--- src/rtl/mips_mem_pkg.sv ---
// Shared types and constants for the MIPS memory responder.
package mips_mem_pkg;

   typedef enum logic [1:0] {
      LOAD,
      RELEASE,
      RUN
   } state_t;

   localparam logic [7:0] IO_ADDR_DEFAULT = 8'hFF;
   localparam int unsigned ST_COUNT_W = 16;

endpackage

--- src/rtl/mips_mem_if.sv ---
// Core memory bus plus program-loader byte stream between core/loader and responder.
interface mips_mem_if #(
   parameter int unsigned WIDTH = 8
);
   logic             memread;
   logic             memwrite;
   logic [WIDTH-1:0] adr;
   logic [WIDTH-1:0] writedata;
   logic [WIDTH-1:0] memdata;
   logic             ld_valid;
   logic [7:0]       ld_data;
   logic             ld_last;
   logic             ld_ready;

   modport master (
      output memread, memwrite, adr, writedata, ld_valid, ld_data, ld_last,
      input  memdata, ld_ready
   );

   modport slave (
      input  memread, memwrite, adr, writedata, ld_valid, ld_data, ld_last,
      output memdata, ld_ready
   );
endinterface

--- src/rtl/mips_mem_loader.sv ---
// LOAD/RELEASE/RUN sequencer: streams the program image into RAM, then releases the core.
module mips_mem_loader
   import mips_mem_pkg::*;
#(
   parameter int unsigned      WIDTH   = 8,
   parameter int unsigned      DEPTH   = 1 << WIDTH,
   parameter logic [WIDTH-1:0] IO_ADDR = WIDTH'(IO_ADDR_DEFAULT)
) (
   input  logic             clk,
   input  logic             reset,
   input  logic             ld_valid,
   input  logic [7:0]       ld_data,
   input  logic             ld_last,
   input  logic             memwrite,
   input  logic [WIDTH-1:0] adr,
   input  logic [WIDTH-1:0] writedata,
   output logic             ld_ready,
   output logic             cpu_reset,
   output state_t           state,
   output logic             ram_we,
   output logic [WIDTH-1:0] ram_addr,
   output logic [WIDTH-1:0] ram_wdata
);

   localparam logic [WIDTH-1:0] PTR_LAST = WIDTH'(DEPTH - 1);

   state_t           state_q, state_d;
   logic [WIDTH-1:0] ld_ptr_q, ld_ptr_d;
   logic             ld_ready_q, ld_ready_d;
   logic             cpu_reset_q, cpu_reset_d;
   logic             accept;

   always_comb begin
      accept   = (state_q == LOAD) && ld_valid && ld_ready_q;
      state_d  = state_q;
      ld_ptr_d = ld_ptr_q;
      case (state_q)
         LOAD: begin
            if (accept) ld_ptr_d = ld_ptr_q + WIDTH'(1);
            if ((accept && ld_last) || (ld_ptr_q == PTR_LAST)) state_d = RELEASE;
         end
         RELEASE: state_d = RUN;
         RUN:     state_d = RUN;
         default: state_d = LOAD;
      endcase
      // Ready drops once the pointer parks on the top byte, so the image never wraps.
      ld_ready_d  = (state_d == LOAD) && (ld_ptr_d != PTR_LAST);
      cpu_reset_d = (state_d != RUN);
      ram_we      = accept || ((state_q == RUN) && memwrite && (adr != IO_ADDR));
      ram_addr    = accept ? ld_ptr_q : adr;
      ram_wdata   = accept ? WIDTH'(ld_data) : writedata;
   end

   always_ff @(posedge clk or negedge reset) begin
      if (!reset) begin
         state_q     <= LOAD;
         ld_ptr_q    <= '0;
         ld_ready_q  <= 1'b1;
         cpu_reset_q <= 1'b1;
      end else begin
         state_q     <= state_d;
         ld_ptr_q    <= ld_ptr_d;
         ld_ready_q  <= ld_ready_d;
         cpu_reset_q <= cpu_reset_d;
      end
   end

   assign state     = state_q;
   assign ld_ready  = ld_ready_q;
   assign cpu_reset = cpu_reset_q;

endmodule

--- src/rtl/mips_mem_responder.sv ---
// Memory responder for the multicycle MIPS core: RAM, read mux, output register and store counter.
module mips_mem_responder
   import mips_mem_pkg::*;
#(
   parameter int unsigned      WIDTH   = 8,
   parameter int unsigned      DEPTH   = 1 << WIDTH,
   parameter logic [WIDTH-1:0] IO_ADDR = WIDTH'(IO_ADDR_DEFAULT)
) (
   input  logic                  clk,
   input  logic                  reset,
   mips_mem_if.slave             bus,
   output logic                  cpu_reset,
   output logic [WIDTH-1:0]      out_port,
   output logic                  out_strobe,
   output logic [ST_COUNT_W-1:0] st_count
);

   state_t           state;
   logic             ram_we;
   logic [WIDTH-1:0] ram_addr;
   logic [WIDTH-1:0] ram_wdata;
   logic             ld_ready;
   logic [WIDTH-1:0] ram_q [DEPTH];
   logic [WIDTH-1:0] rd_data;

   logic [WIDTH-1:0]      out_port_q, out_port_d;
   logic                  out_strobe_q, out_strobe_d;
   logic [ST_COUNT_W-1:0] st_count_q, st_count_d;
   logic                  store, io_store;

   mips_mem_loader #(
      .WIDTH   (WIDTH),
      .DEPTH   (DEPTH),
      .IO_ADDR (IO_ADDR)
   ) u_loader (
      .clk       (clk),
      .reset     (reset),
      .ld_valid  (bus.ld_valid),
      .ld_data   (bus.ld_data),
      .ld_last   (bus.ld_last),
      .memwrite  (bus.memwrite),
      .adr       (bus.adr),
      .writedata (bus.writedata),
      .ld_ready  (ld_ready),
      .cpu_reset (cpu_reset),
      .state     (state),
      .ram_we    (ram_we),
      .ram_addr  (ram_addr),
      .ram_wdata (ram_wdata)
   );

   // RAM is deliberately not reset so an image survives a reset that interrupts reloading.
   always_ff @(posedge clk) begin
      if (ram_we) ram_q[ram_addr] <= ram_wdata;
   end

   always_comb begin
      rd_data = '0;
      if ((state == RUN) && bus.memread)
         rd_data = (bus.adr == IO_ADDR) ? out_port_q : ram_q[bus.adr];
      store        = (state == RUN) && bus.memwrite;
      io_store     = store && (bus.adr == IO_ADDR);
      out_port_d   = io_store ? bus.writedata : out_port_q;
      out_strobe_d = io_store;
      st_count_d   = (store && (st_count_q != '1)) ? st_count_q + ST_COUNT_W'(1) : st_count_q;
   end

   always_ff @(posedge clk or negedge reset) begin
      if (!reset) begin
         out_port_q   <= '0;
         out_strobe_q <= 1'b0;
         st_count_q   <= '0;
      end else begin
         out_port_q   <= out_port_d;
         out_strobe_q <= out_strobe_d;
         st_count_q   <= st_count_d;
      end
   end

   assign bus.memdata  = rd_data;
   assign bus.ld_ready = ld_ready;
   assign out_port     = out_port_q;
   assign out_strobe   = out_strobe_q;
   assign st_count     = st_count_q;

endmodule
--- src/flat_wrapper.sv ---
// flat-port wrapper written by rule: the top's interface ports become plain ports
module mips_mem_responder_flat import mips_mem_pkg::*;
#(
   parameter int unsigned      WIDTH   = 8,
   parameter int unsigned      DEPTH   = 1 << WIDTH,
   parameter logic [WIDTH-1:0] IO_ADDR = WIDTH'(IO_ADDR_DEFAULT)
)
  (clk, reset, cpu_reset, out_port, out_strobe, st_count, bus_memread, bus_memwrite, bus_adr, bus_writedata, bus_ld_valid, bus_ld_data, bus_ld_last, bus_memdata, bus_ld_ready);
  mips_mem_if #(.WIDTH(WIDTH)) bus_i ();
  input  logic clk;
  input  logic reset;
  output logic cpu_reset;
  output logic [WIDTH-1:0] out_port;
  output logic out_strobe;
  output logic [ST_COUNT_W-1:0] st_count;
  input wire logic [$bits(bus_i.memread)-1:0] bus_memread;
  input wire logic [$bits(bus_i.memwrite)-1:0] bus_memwrite;
  input wire logic [$bits(bus_i.adr)-1:0] bus_adr;
  input wire logic [$bits(bus_i.writedata)-1:0] bus_writedata;
  input wire logic [$bits(bus_i.ld_valid)-1:0] bus_ld_valid;
  input wire logic [$bits(bus_i.ld_data)-1:0] bus_ld_data;
  input wire logic [$bits(bus_i.ld_last)-1:0] bus_ld_last;
  output wire logic [$bits(bus_i.memdata)-1:0] bus_memdata;
  output wire logic [$bits(bus_i.ld_ready)-1:0] bus_ld_ready;
  assign bus_i.memread = bus_memread;
  assign bus_i.memwrite = bus_memwrite;
  assign bus_i.adr = bus_adr;
  assign bus_i.writedata = bus_writedata;
  assign bus_i.ld_valid = bus_ld_valid;
  assign bus_i.ld_data = bus_ld_data;
  assign bus_i.ld_last = bus_ld_last;
  assign bus_memdata = bus_i.memdata;
  assign bus_ld_ready = bus_i.ld_ready;
  mips_mem_responder #(.WIDTH(WIDTH), .DEPTH(DEPTH), .IO_ADDR(IO_ADDR)) u_core (.clk(clk), .reset(reset), .bus(bus_i), .cpu_reset(cpu_reset), .out_port(out_port), .out_strobe(out_strobe), .st_count(st_count));
endmodule
--- config.mk ---
export PLATFORM = sky130hd
export DESIGN_NAME = mips_mem_responder_flat
export DESIGN_NICKNAME = d
export VERILOG_FILES = /design/src/rtl/mips_mem_pkg.sv /design/src/rtl/mips_mem_if.sv /design/src/rtl/mips_mem_loader.sv /design/src/rtl/mips_mem_responder.sv /design/src/flat_wrapper.sv
export SDC_FILE = /design/constraint.sdc
export NUM_CORES = 2
export LEC_CHECK = 0
export ABC_AREA = 0
export ABC_CLOCK_PERIOD_IN_PS = 6000
export CAP_MARGIN = 20
export CORE_ASPECT_RATIO = 1.2
export CORE_MARGIN = 8
export CORE_UTILIZATION = 37
export DETAILED_ROUTE_END_ITERATION = 10
export MAX_ROUTING_LAYER = met4
export PLACE_DENSITY = 0.56
export RECOVER_POWER = 25
export SYNTH_ARGS = -nofsm -noshare
export SYNTH_HDL_FRONTEND = slang
export SYNTH_SLANG_ARGS = --single-unit
--- constraint.sdc ---
create_clock -name clk -period 6 [get_ports clk]
set_input_delay 0.9 -clock clk [delete_from_list [all_inputs] [get_ports clk]]
set_output_delay 0.9 -clock clk [all_outputs]
set_load 0.05 [all_outputs]
After elaboration in Yosys (flattened, before gate mapping) --
Memories as Yosys holds them, arrays and structs flattened. Cells that the tools add are included.
Word-level totals: register bits after elaboration 37, bits in writable memories 2048, bits of input ports 30, memories 1
Memories:
- u_core.ram_q | words 256, width 8, rd ports 1, clocked after Yosys merged registers in 0, wr ports 1, RTL line mips_mem_responder.sv:23 | logic [WIDTH-1:0] ram_q [DEPTH];
Cells by class: add/subtract/negate cells 2, eq/ne operators 8, muxes and demuxes 10, reductions and logical operators 14
Operators by type and width (number):
- 8-bit two-way mux | 6
- 16-bit by 1-bit adder with 16-bit output (second input constant) | 1
- 8-bit equality test (second input constant) | 2
- 16-bit != test (second input constant) | 1
- 8-bit != test (second input constant) | 2
- 1-bit logical AND | 9
- 8-bit by 1-bit adder with 8-bit output (second input constant) | 1
- 2-bit zero test | 2
- 2-bit one-hot mux with 2 select lines | 1
- 2-bit by 1-bit equality test with 1-bit output (second input constant) | 1
- 2-bit equality test (second input constant) | 1
- 1-bit logical OR | 2
- 1-bit two-way mux | 2
- 2-bit two-way mux | 1
- 2-bit != test (second input constant) | 1
- 2-bit OR reduction | 1

Logic depth before layout (Yosys ltp) --
depth after elaboration 9, gate-level depth with buffers 13, depth with buffers taken out 9

Modules after synthesis --
Synthesis repeated with hierarchy kept, for this count alone.
Second synthesis, totals: cells, all modules 4088, area, all modules 81867.3 um^2
By module, submodules not included:
- mips_mem_responder | times used 1, cells an instance 3969, area each 80975.2 um^2, sequential area each 62124.6 um^2
- mips_mem_loader | times used 1, cells an instance 119, area each 892.1 um^2, sequential area each 302.8 um^2

Worst setup path after synthesis --
Ideal clock, no wire load.
path kind input to register, from input port bus_ld_valid, to memory u_core.ram_q[0][0] (data pin), library setup time 0.823 ns, arrival 4.712 ns, slack 0.465 ns, stages 5, path through and3_1 -> clkbuf_1 -> clkbuf_1 -> nand2_1 -> nand2_1
On the way: word-level cells in the longest chain between the ends 3
RTL lines:
- start: declaration | RTL line flat_wrapper.sv:20 | input wire logic [$bits(bus_i.ld_valid)-1:0] bus_ld_valid;
- 1-bit logical AND (2 in a row) | RTL line mips_mem_loader.sv:34 | accept = (state_q == LOAD) && ld_valid && ld_ready_q;
- 8-bit two-way mux | RTL line mips_mem_loader.sv:51 | ram_wdata = accept ? WIDTH'(ld_data) : writedata;
- net u_core.ram_wdata[0] | RTL line mips_mem_responder.sv:21 | logic [WIDTH-1:0] ram_wdata;
- end: declaration | RTL line mips_mem_responder.sv:23
The timed path passes the listed nets, and every way through them passes these cells.

Worst setup path after layout --
from input port bus_adr[2], to output port bus_memdata[1]
On the way: word-level cells in the longest chain between the ends 3, elaborated cells between the ends (all ways) 4, those cells by class eq/ne (1); mux (2); memory (1)
RTL lines:
- start: declaration | RTL line flat_wrapper.sv:18 | input wire logic [$bits(bus_i.adr)-1:0] bus_adr;
- memory read 256 x 8 bit / 8-bit equality test (equally long branches)
- 8-bit two-way mux (*) | RTL line mips_mem_responder.sv:60 | rd_data = (bus.adr == IO_ADDR) ? out_port_q : ram_q[bus.adr];
- 8-bit two-way mux (*) | RTL line mips_mem_responder.sv:59 | if ((state == RUN) && bus.memread)
- end: declaration | RTL line flat_wrapper.sv:23 | output wire logic [$bits(bus_i.memdata)-1:0] bus_memdata;
Mark *: on every way between the ends. The rest lies on a longest branch, timed or not.

==> reports/metrics.cfg <==
[synth]
synth_cells=4105
async_reset_ff_frac=0.0177
yosys.area.top_type=edfxtp_1
ys_types=60
synth_top_area_frac=0.754
synth_edf_count=2048
syn_area_per_cell_um2=19.9
yosysSeqAreaShare=0.766
ys.flop_type=edfxtp_1
synth_area_mm2=0.0815
synth_nets=4139
ys_warn_count=0
synthTopCellsByArea=edfxtp_1 75%, mux4_2 11%, mux2i_1 3.2%
synth-seq-cells=2085

[setup_path]
cp_max_fo=25
start_kind=primary input
r2r_slack_ns=0.39
rr_worst_depth=7
r2r-end=u_core.ram_q[217][3]
reg2reg_from=u_core.u_loader.state[0]
cp-end-kind=output port
crit_required_ns=5.10
crit_type=in -> out
worstPathArrival_ns=4.77

[route]
drt_iter0_drc=4866
vias=41791
routed_wl_um=224000
dr.pass1.iters=7
avgRoutedWirePerCell_um=30.4
drtAntennaViolNets=0
drc=0
vias_per_cell=5.67

[final_layout]
final_layout_size_suffix_gt1_frac=0.205
utilization=0.425
area_growth_pct=14.1
layout.nets=4368
design_area_mm2=0.0930

[cts]
path_clk_slew_ns=0.06
cts_tree=yes
cts_hold_buf=0
insertion_delay_ns=0.85
htree_levels=4
post-cts-setup-buffers=0
postCtsResizedCells=0
cts.sinks=2085
numCtsBuffers=204
cts_root_buffer=clkbuf_16
cts.path.max_buffers=3

[outcome]
status=complete, but fails checks
violations=capacitance limit, slew limit

[flow_run]
maxCapViolations=17

[place]
io_buffer_count=64
dpl_cell_area_mm2=0.0866
place_congestion=0.839
hpwlAfterDp_um=142000

[timing]
drv_slew=1146
fin_crit_sh=0.946
fin_crit_ns=5.67
hold_slack_ns=0.486
setup_viol=0
finClkSkew_ns=0.0602
timing.fmax_mhz=176
rsz0062_at_grt=no
hold_viol_final=0
relSlewSlack=-1.12
tns_ns=0
worst_pin_slew_ns=3.17

[global_routing]
grt_antenna_before_repair=8
grt-ovfl-total=0
grt_pass1_wl_um=318000
gr-usage-all-layers=0.191
grt_pass1_vias=42293
grt_max_degree=131

[worst_hold_path]
hold_end=u_core.st_count[15]
whs_path_depth=1
min_from=u_core.st_count[15]
hp-class=reg -> reg

[pwr]
p_leak_nw=29.3
power.total_mw=33.5
vdd_ir_drop_max_mv=0.309
cellPowerDensity_mw_per_mm2=360

[floorplanning]
core_region_area_mm2=0.219
fp-row-count=188
start_util=0.373
die-area_mm2=0.236
die_h_um=530
die_w_um=444
ios=65

final cells by class:
class,instances,area (um2)
clock inverter,119,1210
antenna,7,17.5
fill,19043,126000
inverter,10,40.0
timing repair buffer,267,2530
tap,2850,3570
sequential,2085,62400
multi-input combinational,1766,17800
clock buffer,264,5410
state kept, by name, indices dropped and copies added (netlist names):
register                   count
u_core.out_port                8
u_core.out_strobe              1
u_core.ram_q                2048
u_core.st_count               16
u_core.u_loader.cpu_reset      1
u_core.u_loader.ld_ptr_q       8
u_core.u_loader.ld_ready       1
u_core.u_loader.state          2
report_power, final:
part / switching (mW) / total, mW / internal, mW / leakage [nW]
sequential: 0.0764 / 17.3 / 17.2 / 18.9
combinational: 2.64 / 3.45 / 0.810 / 7.12
clock: 5.53 / 12.7 / 7.20 / 3.21
total: 8.25 / 33.5 / 25.2 / 29.3
cells in the mapped netlist (5+ instances only):
cell       count
buf_2         50
mux4_2       401
inv_1          8
a31oi_1        8
edfxtp_1    2048
buf_4         47
mux2_2         6
a21oi_1       75
mux2i_1      258
dfrtp_1       35
nor3_1        38
o211ai_1      12
o21ai_0       33
buf_6         21
buf_1         15
xor2_1        10
or3_1         15
nand3b_1       9
o22ai_1       69
o31ai_1        8
nor2_1       328
a211oi_1       7
nand2_1      139
nor4_1         7
xnor2_1       12
o221ai_1      94
o2111ai_1      6
a221o_1        7
a221oi_1       5
nand3_1       73
clkbuf_1     109
and3_1         7
nand4_1       15
a22oi_1       80
nand2b_1       5
worst max-delay path by stage:
stage	startpoint	endpoint	slack, ns
4_1_cts	bus_adr[0]	bus_memdata[1]	0.20
6_report	bus_adr[2]	bus_memdata[1]	0.33
5_1_grt	u_core.u_loader.state[0]	u_core.ram_q[96][1]	0.08
3_5_place_dp	bus_adr[0]	bus_memdata[1]	0.21
2_1_floorplan	bus_ld_valid	u_core.ram_q[0][0]	0.46
3_3_place_gp	bus_adr[0]	bus_memdata[1]	0.21
cells in the final DEF, fill, tap and decap left out, types with 7 or more instances in the layout:
master / synthesis / layout
a221o_1: 7 / 7
dfrtp_1: 35 / 35
o211ai_1: 12 / 12
clkinv_1: 2 / 48
clkdlybuf4s50_1: 0 / 45
nor3_1: 38 / 38
nand4_1: 15 / 15
o221ai_1: 94 / 94
xor2_1: 10 / 10
edfxtp_1: 2048 / 2048
buf_4: 47 / 158
nand3_2: 0 / 14
bufinv_16: 0 / 19
clkinv_2: 0 / 30
nor2_1: 328 / 325
clkbuf_16: 0 / 204
buf_12: 0 / 36
a22oi_1: 80 / 80
nand2_1: 139 / 138
inv_1: 8 / 7
nand3b_1: 9 / 9
and3_1: 7 / 7
clkbuf_8: 0 / 8
nor4_1: 7 / 7
xnor2_1: 12 / 12
mux2i_1: 258 / 258
clkbuf_1: 109 / 65
a31oi_1: 8 / 8
a211oi_1: 7 / 7
a21oi_1: 75 / 75
diode_2: 0 / 7
mux4_2: 401 / 401
o21ai_0: 33 / 33
or3_1: 15 / 15
nand3_1: 73 / 59
o31ai_1: 8 / 8
o22ai_1: 69 / 69
logic make-up (layout without fill, tap and decap cells):
group | count (synthesis) | in the layout | share of synthesized area
compound gates | 424 | 424 | 0.0368
mux | 665 | 665 | 0.143
other cells | 0 | 7 | 0
xor+xnor | 22 | 22 | 0.00236
fa+ha+maj | 4 | 4 | 0.000614
buf+inv | 254 | 660 | 0.0168
simple gates | 651 | 651 | 0.0342
flops | 2085 | 2085 | 0.766
stage by stage:
step / std cells / setup WS [ns]
floorplan: 4105 / 0.465
global placement: 6978 / 0.211
detailed placement: 6978 / 0.214
CTS: 7361 / 0.202
global route: 7365 / 0.0818
finish: 7368 / 0.326
per-layer routing:
layer / vias to the layer above / routed length [um] / GRT usage
li1: 17443 / - / -
met1: 22388 / 89100 / 0.241
met3: 352 / 13800 / 0.0288
met5: - / 0 / -
met2: 1608 / 112000 / 0.317
met4: 0 / 8510 / 0.0662
critical path, cell delays in order:
cell      delay (ns)
buf_2           0.54
nand2b_4        0.42
buf_12          0.32
o221ai_1        0.23
o22ai_1         0.12
o21ai_0         0.76
buf_4           0.23
nand2_1         0.04
or3_1           0.35
o211ai_1        0.58
buf_12          0.22
Note: power is estimated with default switching activity, not from simulation.
